### config.mk
export PLATFORM = sky130hd
export DESIGN_NAME = id_ex_stage_register
export DESIGN_NICKNAME = d
export VERILOG_FILES = /design/src/rtl/mips_pipeline_pkg.sv /design/src/rtl/id_ex_stage_register_hazard.sv /design/src/rtl/id_ex_stage_register.sv
export SDC_FILE = /design/constraint.sdc
export NUM_CORES = 1
export LEC_CHECK = 0
export ABC_AREA = 1
export CORE_AREA = 2 2 132 134
export DETAILED_ROUTE_END_ITERATION = 10
export DIE_AREA = 0 0 134 136
export HOLD_SLACK_MARGIN = 0.03
export PLACE_DENSITY_LB_ADDON = 0.1
export SYNTH_ARGS = -nofsm -noshare
export SYNTH_HDL_FRONTEND = slang
export SYNTH_SLANG_ARGS = --single-unit
### constraint.sdc
create_clock -name clock -period 4.6 [get_ports clock]
set_clock_uncertainty 0.15 [all_clocks]
set_input_delay 0.92 -clock clock [delete_from_list [all_inputs] [get_ports clock]]
set_output_delay 0.92 -clock clock [all_outputs]
set_load 0.05 [all_outputs]
### src/rtl/mips_pipeline_pkg.sv
// Shared MIPS pipeline definitions: control-word layout, ALUOp encodings and
// the all-zero bubble control word.
package mips_pipeline_pkg;

    // ctrl = {RegDst,ALUSrc,MemtoReg,RegWrite,MemRead,MemWrite,Branch,ALUOp[2:0]}
    localparam int CTRL_WIDTH     = 10;
    localparam int CTRL_REGDST    = 9;
    localparam int CTRL_ALUSRC    = 8;
    localparam int CTRL_MEMTOREG  = 7;
    localparam int CTRL_REGWRITE  = 6;
    localparam int CTRL_MEMREAD   = 5;
    localparam int CTRL_MEMWRITE  = 4;
    localparam int CTRL_BRANCH    = 3;
    localparam int CTRL_ALUOP_MSB = 2;
    localparam int CTRL_ALUOP_LSB = 0;

    typedef enum logic [2:0] {
        ALUOP_ADD   = 3'd0,
        ALUOP_SUB   = 3'd1,
        ALUOP_RTYPE = 3'd2,
        ALUOP_AND   = 3'd3,
        ALUOP_OR    = 3'd4,
        ALUOP_SLT   = 3'd5
    } aluop_e;

    localparam logic [CTRL_WIDTH-1:0] BUBBLE_CTRL = '0;

    function automatic logic ctrl_mem_read(input logic [CTRL_WIDTH-1:0] c);
        return c[CTRL_MEMREAD];
    endfunction

endpackage

### src/rtl/id_ex_stage_register_hazard.sv
// Combinational load-use hazard detector: a load sitting in EX whose target
// is read by the instruction in ID forces one bubble. Register 0 is exempt.
module load_use_hazard_detector #(
    parameter int REG_ADDR_WIDTH = 5,
    parameter bit ENABLE         = 1'b1
) (
    input  logic                      ex_valid_i,
    input  logic                      ex_mem_read_i,
    input  logic [REG_ADDR_WIDTH-1:0] ex_rt_i,
    input  logic                      id_valid_i,
    input  logic [REG_ADDR_WIDTH-1:0] id_rs_i,
    input  logic [REG_ADDR_WIDTH-1:0] id_rt_i,
    output logic                      stall_o
);

    assign stall_o = ENABLE & ex_valid_i & ex_mem_read_i & (ex_rt_i != '0) & id_valid_i
                   & ((ex_rt_i == id_rs_i) | (ex_rt_i == id_rt_i));

endmodule

### src/rtl/id_ex_stage_register.sv
// ID/EX pipeline register with valid bit, cache-miss freeze, branch flush,
// load-use bubble insertion and a saturating bubble counter.
module id_ex_stage_register
    import mips_pipeline_pkg::*;
#(
    parameter int DATA_WIDTH     = 32,
    parameter int PC_WIDTH       = 32,
    parameter int REG_ADDR_WIDTH = 5,
    parameter int FUNCT_WIDTH    = 6,
    parameter int ENABLE_HAZARD  = 1,
    parameter int COUNT_WIDTH    = 16
) (
    input  logic                      clock,
    input  logic                      reset_n,
    input  logic                      hit,
    input  logic                      flush,
    input  logic                      in_valid,
    input  logic [DATA_WIDTH-1:0]     read_data_1,
    input  logic [DATA_WIDTH-1:0]     read_data_2,
    input  logic [DATA_WIDTH-1:0]     sign_extended_immediate,
    input  logic [CTRL_WIDTH-1:0]     ctrl,
    input  logic [REG_ADDR_WIDTH-1:0] rs,
    input  logic [REG_ADDR_WIDTH-1:0] rt,
    input  logic [REG_ADDR_WIDTH-1:0] rd,
    input  logic [FUNCT_WIDTH-1:0]    funct,
    input  logic [PC_WIDTH-1:0]       next_PC,
    output logic                      load_use_stall,
    output logic                      out_valid,
    output logic [DATA_WIDTH-1:0]     read_data_1_output,
    output logic [DATA_WIDTH-1:0]     read_data_2_output,
    output logic [DATA_WIDTH-1:0]     sign_extended_immediate_output,
    output logic [CTRL_WIDTH-1:0]     ctrl_output,
    output logic [REG_ADDR_WIDTH-1:0] rt_output,
    output logic [REG_ADDR_WIDTH-1:0] rd_output,
    output logic [FUNCT_WIDTH-1:0]    funct_output,
    output logic [PC_WIDTH-1:0]       next_PC_output,
    output logic [COUNT_WIDTH-1:0]    bubble_count
);

    logic                      valid_q, valid_d;
    logic [CTRL_WIDTH-1:0]     ctrl_q, ctrl_d;
    logic [DATA_WIDTH-1:0]     rd1_q, rd1_d;
    logic [DATA_WIDTH-1:0]     rd2_q, rd2_d;
    logic [DATA_WIDTH-1:0]     imm_q, imm_d;
    logic [REG_ADDR_WIDTH-1:0] rt_q, rt_d;
    logic [REG_ADDR_WIDTH-1:0] rd_q, rd_d;
    logic [FUNCT_WIDTH-1:0]    funct_q, funct_d;
    logic [PC_WIDTH-1:0]       pc_q, pc_d;
    logic [COUNT_WIDTH-1:0]    count_q, count_d;

    // Hazard is evaluated against the registered EX-side fields, so it stays
    // meaningful during a freeze.
    load_use_hazard_detector #(
        .REG_ADDR_WIDTH (REG_ADDR_WIDTH),
        .ENABLE         (ENABLE_HAZARD != 0)
    ) u_hazard (
        .ex_valid_i    (valid_q),
        .ex_mem_read_i (ctrl_mem_read(ctrl_q)),
        .ex_rt_i       (rt_q),
        .id_valid_i    (in_valid),
        .id_rs_i       (rs),
        .id_rt_i       (rt),
        .stall_o       (load_use_stall)
    );

    always_comb begin
        valid_d = valid_q;
        ctrl_d  = ctrl_q;
        rd1_d   = rd1_q;
        rd2_d   = rd2_q;
        imm_d   = imm_q;
        rt_d    = rt_q;
        rd_d    = rd_q;
        funct_d = funct_q;
        pc_d    = pc_q;
        count_d = count_q;
        if (hit) begin
            if (flush || load_use_stall) begin
                valid_d = 1'b0;
                ctrl_d  = BUBBLE_CTRL;
                rd1_d   = '0;
                rd2_d   = '0;
                imm_d   = '0;
                rt_d    = '0;
                rd_d    = '0;
                funct_d = '0;
                pc_d    = '0;
                // Only hazard bubbles are counted; flush bubbles are not.
                if (!flush && count_q != {COUNT_WIDTH{1'b1}})
                    count_d = count_q + 1'b1;
            end else begin
                valid_d = in_valid;
                ctrl_d  = in_valid ? ctrl : BUBBLE_CTRL;
                rd1_d   = read_data_1;
                rd2_d   = read_data_2;
                imm_d   = sign_extended_immediate;
                rt_d    = rt;
                rd_d    = rd;
                funct_d = funct;
                pc_d    = next_PC;
            end
        end
    end

    always_ff @(posedge clock) begin
        if (!reset_n) begin
            valid_q <= 1'b0;
            ctrl_q  <= BUBBLE_CTRL;
            rd1_q   <= '0;
            rd2_q   <= '0;
            imm_q   <= '0;
            rt_q    <= '0;
            rd_q    <= '0;
            funct_q <= '0;
            pc_q    <= '0;
            count_q <= '0;
        end else begin
            valid_q <= valid_d;
            ctrl_q  <= ctrl_d;
            rd1_q   <= rd1_d;
            rd2_q   <= rd2_d;
            imm_q   <= imm_d;
            rt_q    <= rt_d;
            rd_q    <= rd_d;
            funct_q <= funct_d;
            pc_q    <= pc_d;
            count_q <= count_d;
        end
    end

    assign out_valid                      = valid_q;
    assign ctrl_output                    = ctrl_q;
    assign read_data_1_output             = rd1_q;
    assign read_data_2_output             = rd2_q;
    assign sign_extended_immediate_output = imm_q;
    assign rt_output                      = rt_q;
    assign rd_output                      = rd_q;
    assign funct_output                   = funct_q;
    assign next_PC_output                 = pc_q;
    assign bubble_count                   = count_q;

endmodule

== Yosys cells after proc, flatten, opt, wreduce, memory -nomap -nowiden ==
Index checks and enable logic that the tools add are counted.
Cells by class
  equal/unequal tests: 3
  bitwise logic cells: 5
  muxes and demuxes: 10
  reductions and logical operators: 5
  add/subtract/negate cells: 1
Operators with widths (count)
  $mux 32: 4
  $mux 10: 2
  $add 16x1->16 const B: 1
  $ne 16x16->1 const B: 1
  $eq 5x5->1: 2
  $mux 5: 2
  $mux 6: 1
  $reduce_bool 5->1: 1
  $and 1x1->1: 4
  $reduce_and 3->1: 1
  $logic_and 1x1->1: 1
  $logic_not 1->1: 1
  $logic_or 1x1->1: 1
  $mux 1: 1
  $or 1x1->1: 1
Storage, ports and cells
  word-level logic and storage cells: 34
  register bits: 171
  input port bits: 164
  output and inout bits: 172

== Longest topological paths before layout ==
Gate-level depths: netlist of run 1.
  word-level depth: 6
  mapped depth: 13
  depth with buffers taken out: 12

== By module ==
Synthesis of run 1 repeated with hierarchy kept, for this count alone.
Unflattened totals
  cell total of the unflattened synthesis: 886
  area, all modules: 6443.7 um^2
Modules (own cells, without submodules)
  id_ex_stage_register: seq. area each 3423.3 um^2, times used 1, cells each 841, area an instance 6244.7 um^2
  load_use_hazard_detector: seq. area each 0.0 um^2, times used 1, cells each 45, area an instance 198.9 um^2

== Worst setup path before layout of run 1 ==
OpenSTA, ideal clock, no wires.
  path type: in2out
  start: input port rs[4]
  end: output port load_use_stall
  buffers on the path: 0
  stages on the path: 8
  path slack: 1.866 ns
  data arrival time: 1.664 ns
  data required time: 3.530 ns
  path through: inv_1 nand2_1 nand2_1 nor2_1 nand3_1 nand2_1 nand2_1 inv_1
Between the ends
  longest elaborated chain between the ends: 3
Ends and longest elaborated chain
  from (decl): line id_ex_stage_register.sv:22  | input logic [REG_ADDR_WIDTH-1:0] rs,
  $eq 5x5->1: line id_ex_stage_register_hazard.sv:17  | & ((ex_rt_i == id_rs_i) | (ex_rt_i == id_rt_i));
  $or 1x1->1: line id_ex_stage_register_hazard.sv:17
  $and 1x1->1: line id_ex_stage_register_hazard.sv:17
  to (decl): line id_ex_stage_register.sv:27  | output logic load_use_stall,
Every way passes these cells.

== Worst setup path after layout of run 1 ==
  start: input port in_valid
  end: output port load_use_stall
Between the ends
  longest elaborated chain between the ends: 2
Ends and longest elaborated chain
  from (decl): line id_ex_stage_register.sv:17  | input logic in_valid,
  $and 1x1->1: line id_ex_stage_register_hazard.sv:16  | assign stall_o = ENABLE & ex_valid_i & ex_mem_read_i & (ex_rt_i != '0) & id_valid_i
  $and 1x1->1: line id_ex_stage_register_hazard.sv:17
Every way passes these cells.

==> results_dict.tcl, run 1 <==
set metrics [dict create \
    hold-path-cell-count 2 \
    area_growth_pct 60.2 \
    finish.net_count 1398 \
    r2r_slack_ns 2.25 \
    core_area_mm2 0.0169 \
    max_freq_mhz 258 \
    antenna_found_initial 0 \
    numCtsBuffers 17 \
    track_usage_pct 22.2 \
    routed_wl_mm 21.3 \
    setup_tns_ns 0 \
    tightest_slew_ns 0.731 \
    rsz0062_at_grt "false" \
    grt_pass1_wl_mm 32.2 \
    syn_nets 1100 \
    h-tree-depth 4 \
    drt_iter0_drc 359 \
    holdPathEnd "rd_output[1]" \
    fp.dieH_um 136 \
    synth.ff_latch_count 171 \
    numPortBuffers 335 \
    clk_path_buf_depth 2 \
    worst_setup_path_end_kind "primary output" \
    drc 0 \
    dp.final_hpwl_mm 14.4 \
    clk_latency_ns 0.42 \
    async_flop_share_pct 0 \
    wire_per_inst_um 14.5 \
    setup_viol 0 \
    clock_sinks 171 \
    antenna_left 0 \
    timing.rr.start "rt_output[0]" \
    drive_above_1_share_pct 3.29 \
    yosysWarnings 0 \
    leakagePower_nw 3.97 \
    arrival_ns 2.81 \
    vias_per_cell 4.66 \
    min_from "rd_output[1]" \
    grt_start_max_net_pins 156 \
    layout_min_cycle_time_ns 3.88 \
    syn_inst 935 \
    holdBufCountCts 0 \
    synth_edf_count 0 \
    grt_pass1_vias 6129 \
    holdWs_ns 0.312 \
    synth_seq_area_share_pct 51.2 \
    cts_tree "built" \
    drt_pass1_iterations 4 \
    nFillCells 1532 \
    start_kind "input pin" \
    hold_viol_final 0 \
    grt-ovfl-total 0 \
    cts_setup_buffers 0 \
    place.gp.congestion 0.839 \
    worst_ep_required_time_ns 3.53 \
    timing.rr.end "sign_extended_immediate_output[14]" \
    rows 48 \
    ys_types 20 \
    antenna_cells 0 \
    critical_path_class "input pin to primary output" \
    period_share_pct 84.4 \
    reg2reg_depth 11 \
    power_per_cell_area_mw_per_mm2 340 \
    status "completed" \
    cts-root-buf "clkbuf_16" \
    cts.repair.resized 0 \
    hold_class "flip-flop to flip-flop" \
    io_pins 336 \
    synth.avg_cell_area_um2 7.15 \
    finalMaxSlewViolations 0 \
    vdd_drop_max_uv 243 \
    die_area_mm2 0.0182 \
    vias 6861 \
    synthFlopType "dfxtp_1" \
    drv_cap 0 \
    clkTransAtPathRegs_ns 0.06 \
    crit_fanout 12 \
    fp.dieW_um 134 \
    slew-limit-headroom_pct 51.2 \
    initial_core_util_pct 39.6 \
    synth_area_mm2 0.00668 \
]
-- cell families (layout without fill, tap and decap cells) --
kind of cell,count (synthesis),in the layout,share of synthesized area (%)
AND/OR/NAND/NOR,495,495,29.3
flip-flops,171,171,51.2
AO/OA/AOI/OAI,156,156,11.7
buffers and inverters,110,421,7.32
XOR/XNOR,2,2,0.262
adder cells (fa/ha/maj),1,1,0.187
-- cells in the final DEF, fill, tap and decap left out, types with 3 or more instances in the layout --
| cell | netlist | final |
|---|---|---|
| nand4_1 | 18 | 18 |
| nand3_1 | 18 | 18 |
| clkdlybuf4s50_1 | 0 | 335 |
| nor3_1 | 4 | 4 |
| clkbuf_16 | 0 | 17 |
| inv_6 | 0 | 3 |
| nor2_1 | 57 | 57 |
| clkbuf_8 | 0 | 4 |
| buf_12 | 0 | 3 |
| clkinv_4 | 0 | 4 |
| a21oi_1 | 155 | 155 |
| inv_1 | 49 | 47 |
| nand2_1 | 395 | 395 |
| dfxtp_1 | 171 | 171 |
-- area by class of cell --
| type | instances | area [um2] | share of cell area, % |
|---|---|---|---|
| timing repair buffer | 340 | 3430 | 32.0 |
| sequential | 171 | 3420 | 32.0 |
| multi-input combinational | 654 | 2770 | 25.9 |
| clock buffer | 21 | 480 | 4.49 |
| tap | 225 | 282 | 2.63 |
| inverter | 49 | 189 | 1.76 |
| clock inverter | 11 | 134 | 1.25 |
-- stage by stage --
step                power [mW]  std cells  utilization, %  setup slack (ns)  area (um2)
floorplan                 1.92        935               -              1.87        6680
global placement          2.19       1439            59.8             0.745       10100
detailed placement        2.20       1439            59.8             0.705       10100
CTS                       3.67       1471            63.4             0.710       10700
global route              3.77       1471            63.4             0.583       10700
finish                    3.64       1471            63.4             0.717       10700
-- registers in the layout, summed over array words and instances, names as in the netlist --
name,cells
next_PC_output,32
read_data_1_output,32
read_data_2_output,32
sign_extended_immediate_output,32
bubble_count,16
ctrl_output,10
funct_output,6
rd_output,5
rt_output,5
out_valid,1
-- how the worst max path moves through the flow --
stage          startpoint        endpoint
4_1_cts          in_valid  load_use_stall
6_report         in_valid  load_use_stall
3_5_place_dp     in_valid  load_use_stall
5_1_grt          in_valid  load_use_stall
3_3_place_gp     in_valid  load_use_stall
2_1_floorplan       rs[4]  load_use_stall
-- report_power, final --
group          leakage [nW]  internal [mW]  total, mW  switching [mW]
logic                  2.27          0.250      0.599           0.349
registers              1.39           1.53       1.56          0.0291
clock network         0.301          0.867       1.48           0.617
-- synth_stat cells, types with 2 or more instances --
| library cell | count | share of area, % |
|---|---|---|
| inv_1 | 49 | 2.8 |
| dfxtp_1 | 171 | 51 |
| xnor2_1 | 2 | 0.26 |
| nand3_1 | 18 | 1.3 |
| nor2_1 | 57 | 3.2 |
| nor3_1 | 4 | 0.30 |
| buf_2 | 10 | 0.75 |
| nand4_1 | 18 | 1.7 |
| clkbuf_1 | 40 | 2.2 |
| buf_6 | 5 | 0.84 |
| buf_4 | 4 | 0.45 |
| nand2_1 | 395 | 22 |
| a21oi_1 | 155 | 12 |
-- critical path, stage by stage --
cell and delay, ns:
clkdlybuf4s50_1 0.73, nand4_1 0.14, inv_1 0.06, nand2_1 0.10, inv_1 0.07, clkdlybuf4s50_1 0.79
-- routing by layer --
layer	global-route usage (%)	vias to the layer above	part of all wire, %
met2	35.5	263	47
met1	26.3	3026	40
li1	-	3545	-
met4	8.16	0	2.0
met5	0	-	0
met3	9.96	27	11
Note: power is estimated with default switching activity, not from simulation.
==> run 2, diff against run 1 <==
CORE_AREA = default   (was 2 2 132 134)
CORE_MARGIN = 2   (was default)
CORE_UTILIZATION = 36   (was default)
DIE_AREA = default   (was 0 0 134 136)
clock period = 3.4 ns   (was 4.6 ns; I/O delays follow)
==> run 2 against run 1 <==
- clock power increased by 29%
- sequential power increased by 35%
- sequential share of layout area decreased by 0.10 points
- first-iteration DRC count increased by 9.2%
- critical endpoint unchanged
==> results_dict.tcl, run 2 (synthesized netlist as in run 1, its figures left out) <==
set metrics [dict create \
    crit_top_cell "nand2_1" \
    cpPeakStageDelay_ns 0.50 \
    finish.net_count 1402 \
    dp_slack_ns 0.520 \
    cp_cell_sequence "clkdlybuf4s50_1 -> inv_1 -> nand2_1 -> nand2_1 -> nor2_1 -> nand3_1 -> nand2_1 -> nand2_1 -> inv_1 -> buf_12" \
    setup_viol 0 \
    numPortBuffers 335 \
    setup_tns_ns 0 \
    wire_per_inst_um 14.9 \
    clk_path_buf_depth 2 \
    holdBufCountCts 0 \
    cts.repair.resized 0 \
    holdPathEnd "ctrl_output[7]" \
    power_per_cell_area_mw_per_mm2 451 \
    initial_core_util_pct 36.9 \
    place.gp.congestion 0.852 \
    antenna_found_initial 0 \
    crit_fanout 3 \
    min_from "ctrl_output[7]" \
    clock_sinks 171 \
    drt_pass1_iterations 5 \
    timing.rr.start "rt_output[3]" \
    cts_tree "built" \
    leakagePower_nw 3.98 \
    dp.final_hpwl_mm 15.3 \
    timing.rr.end "bubble_count[1]" \
    antenna_left 0 \
    worst_ep_required_time_ns 2.57 \
    hold_class "flip-flop to flip-flop" \
    grt-ovfl-total 0 \
    holdWs_ns 0.313 \
    vias 6939 \
    vdd_drop_max_uv 335 \
    layout_commonest_cell "nand2_1" \
    r2r_slack_ns 1.17 \
    cts_setup_buffers 0 \
    routed_wl_mm 22.0 \
    reg2reg_depth 13 \
    antenna_cells 0 \
    drive_above_1_share_pct 3.60 \
    fin_ws_ns 0.591 \
    tightest_slew_ns 0.733 \
    h-tree-depth 4 \
    fp.dieW_um 140 \
    fp.dieH_um 140 \
    rows 49 \
    nFillCells 1682 \
    drv_cap 0 \
    core_area_mm2 0.0181 \
    grt_pass1_wl_mm 35.0 \
    clk_latency_ns 0.42 \
    finalMaxSlewViolations 0 \
    max_freq_mhz 356 \
    drc 0 \
    io_pins 336 \
    vias_per_cell 4.69 \
    area_growth_pct 60.7 \
    hold-path-cell-count 2 \
    final_cell_mix "nand2_1, clkdlybuf4s50_1, dfxtp_1, a21oi_1, nor2_1" \
    cts-root-buf "clkbuf_16" \
    rsz0062_at_grt "false" \
    grt_start_max_net_pins 134 \
    power_mw 4.85 \
    start_kind "input pin" \
    layout_min_cycle_time_ns 2.81 \
    status "completed" \
    arrival_ns 1.98 \
    multi_input_area_mm2 0.00277 \
    seqCellArea_mm2 0.00342 \
    clkTransAtPathRegs_ns 0.06 \
    cp_slowest_cell "clkdlybuf4s50_1" \
    hold_viol_final 0 \
    die_area_mm2 0.0197 \
    design_area_mm2 0.0107 \
    period_share_pct 82.6 \
    numCtsBuffers 17 \
    slew-limit-headroom_pct 51.1 \
    critical_path_class "input pin to primary output" \
    postPlaceCellArea_mm2 0.0102 \
    grt_pass1_vias 6640 \
    worst_setup_path_end_kind "primary output" \
    drt_iter0_drc 392 \
    track_usage_pct 22.2 \
]
[run 2: worst max-delay path, delay by kind of cell]
family        cells  cell delay [ns]
buf+inv           4             0.82
simple gates      6             0.48
[run 2: per-layer routing]
metal / track usage (%) / wire (um) / vias to the layer above
li1: - / - / 3548
met1: 26.3 / 9150 / 3099
met2: 36.7 / 10300 / 263
met3: 8.99 / 2170 / 29
met4: 7.02 / 389 / 0
met5: 0 / 0 / -
[run 2: final cells by class]
| cell class | count | area share (%) |
|---|---|---|
| clock buffers | 21 | 4.38 |
| clock inverters | 11 | 1.00 |
| inverters | 49 | 1.76 |
| repair buffers | 344 | 32.5 |
| multi-input cells | 654 | 25.8 |
| flip-flops and latches | 171 | 31.9 |
| well taps | 229 | 2.67 |
[run 2: metrics by stage]
| step | util, % | instances |
|---|---|---|
| after floorplan | - | 935 |
| after global placement | 56.2 | 1447 |
| after detailed placement | 56.2 | 1447 |
| after CTS | 59.4 | 1479 |
| after global routing | 59.4 | 1479 |
| final | 59.4 | 1479 |
[run 2: worst max-delay path by stage]
stage / to / startpoint / cells past startpoint
after floorplan: load_use_stall / rt_output[3] / 8
after global placement: bubble_count[1] / rt[3] / 13
after detailed placement: bubble_count[5] / rt[3] / 14
after CTS: load_use_stall / rt[3] / 10
after global routing: load_use_stall / rs[3] / 10
final: load_use_stall / rt[3] / 10
[run 2: report_power, final]
group | internal [mW] | total [mW] | switching (mW)
Combinational | 0.345 | 0.822 | 0.476
Sequential | 2.07 | 2.11 | 0.0384
Clock | 1.08 | 1.91 | 0.837
Total | 3.50 | 4.85 | 1.35
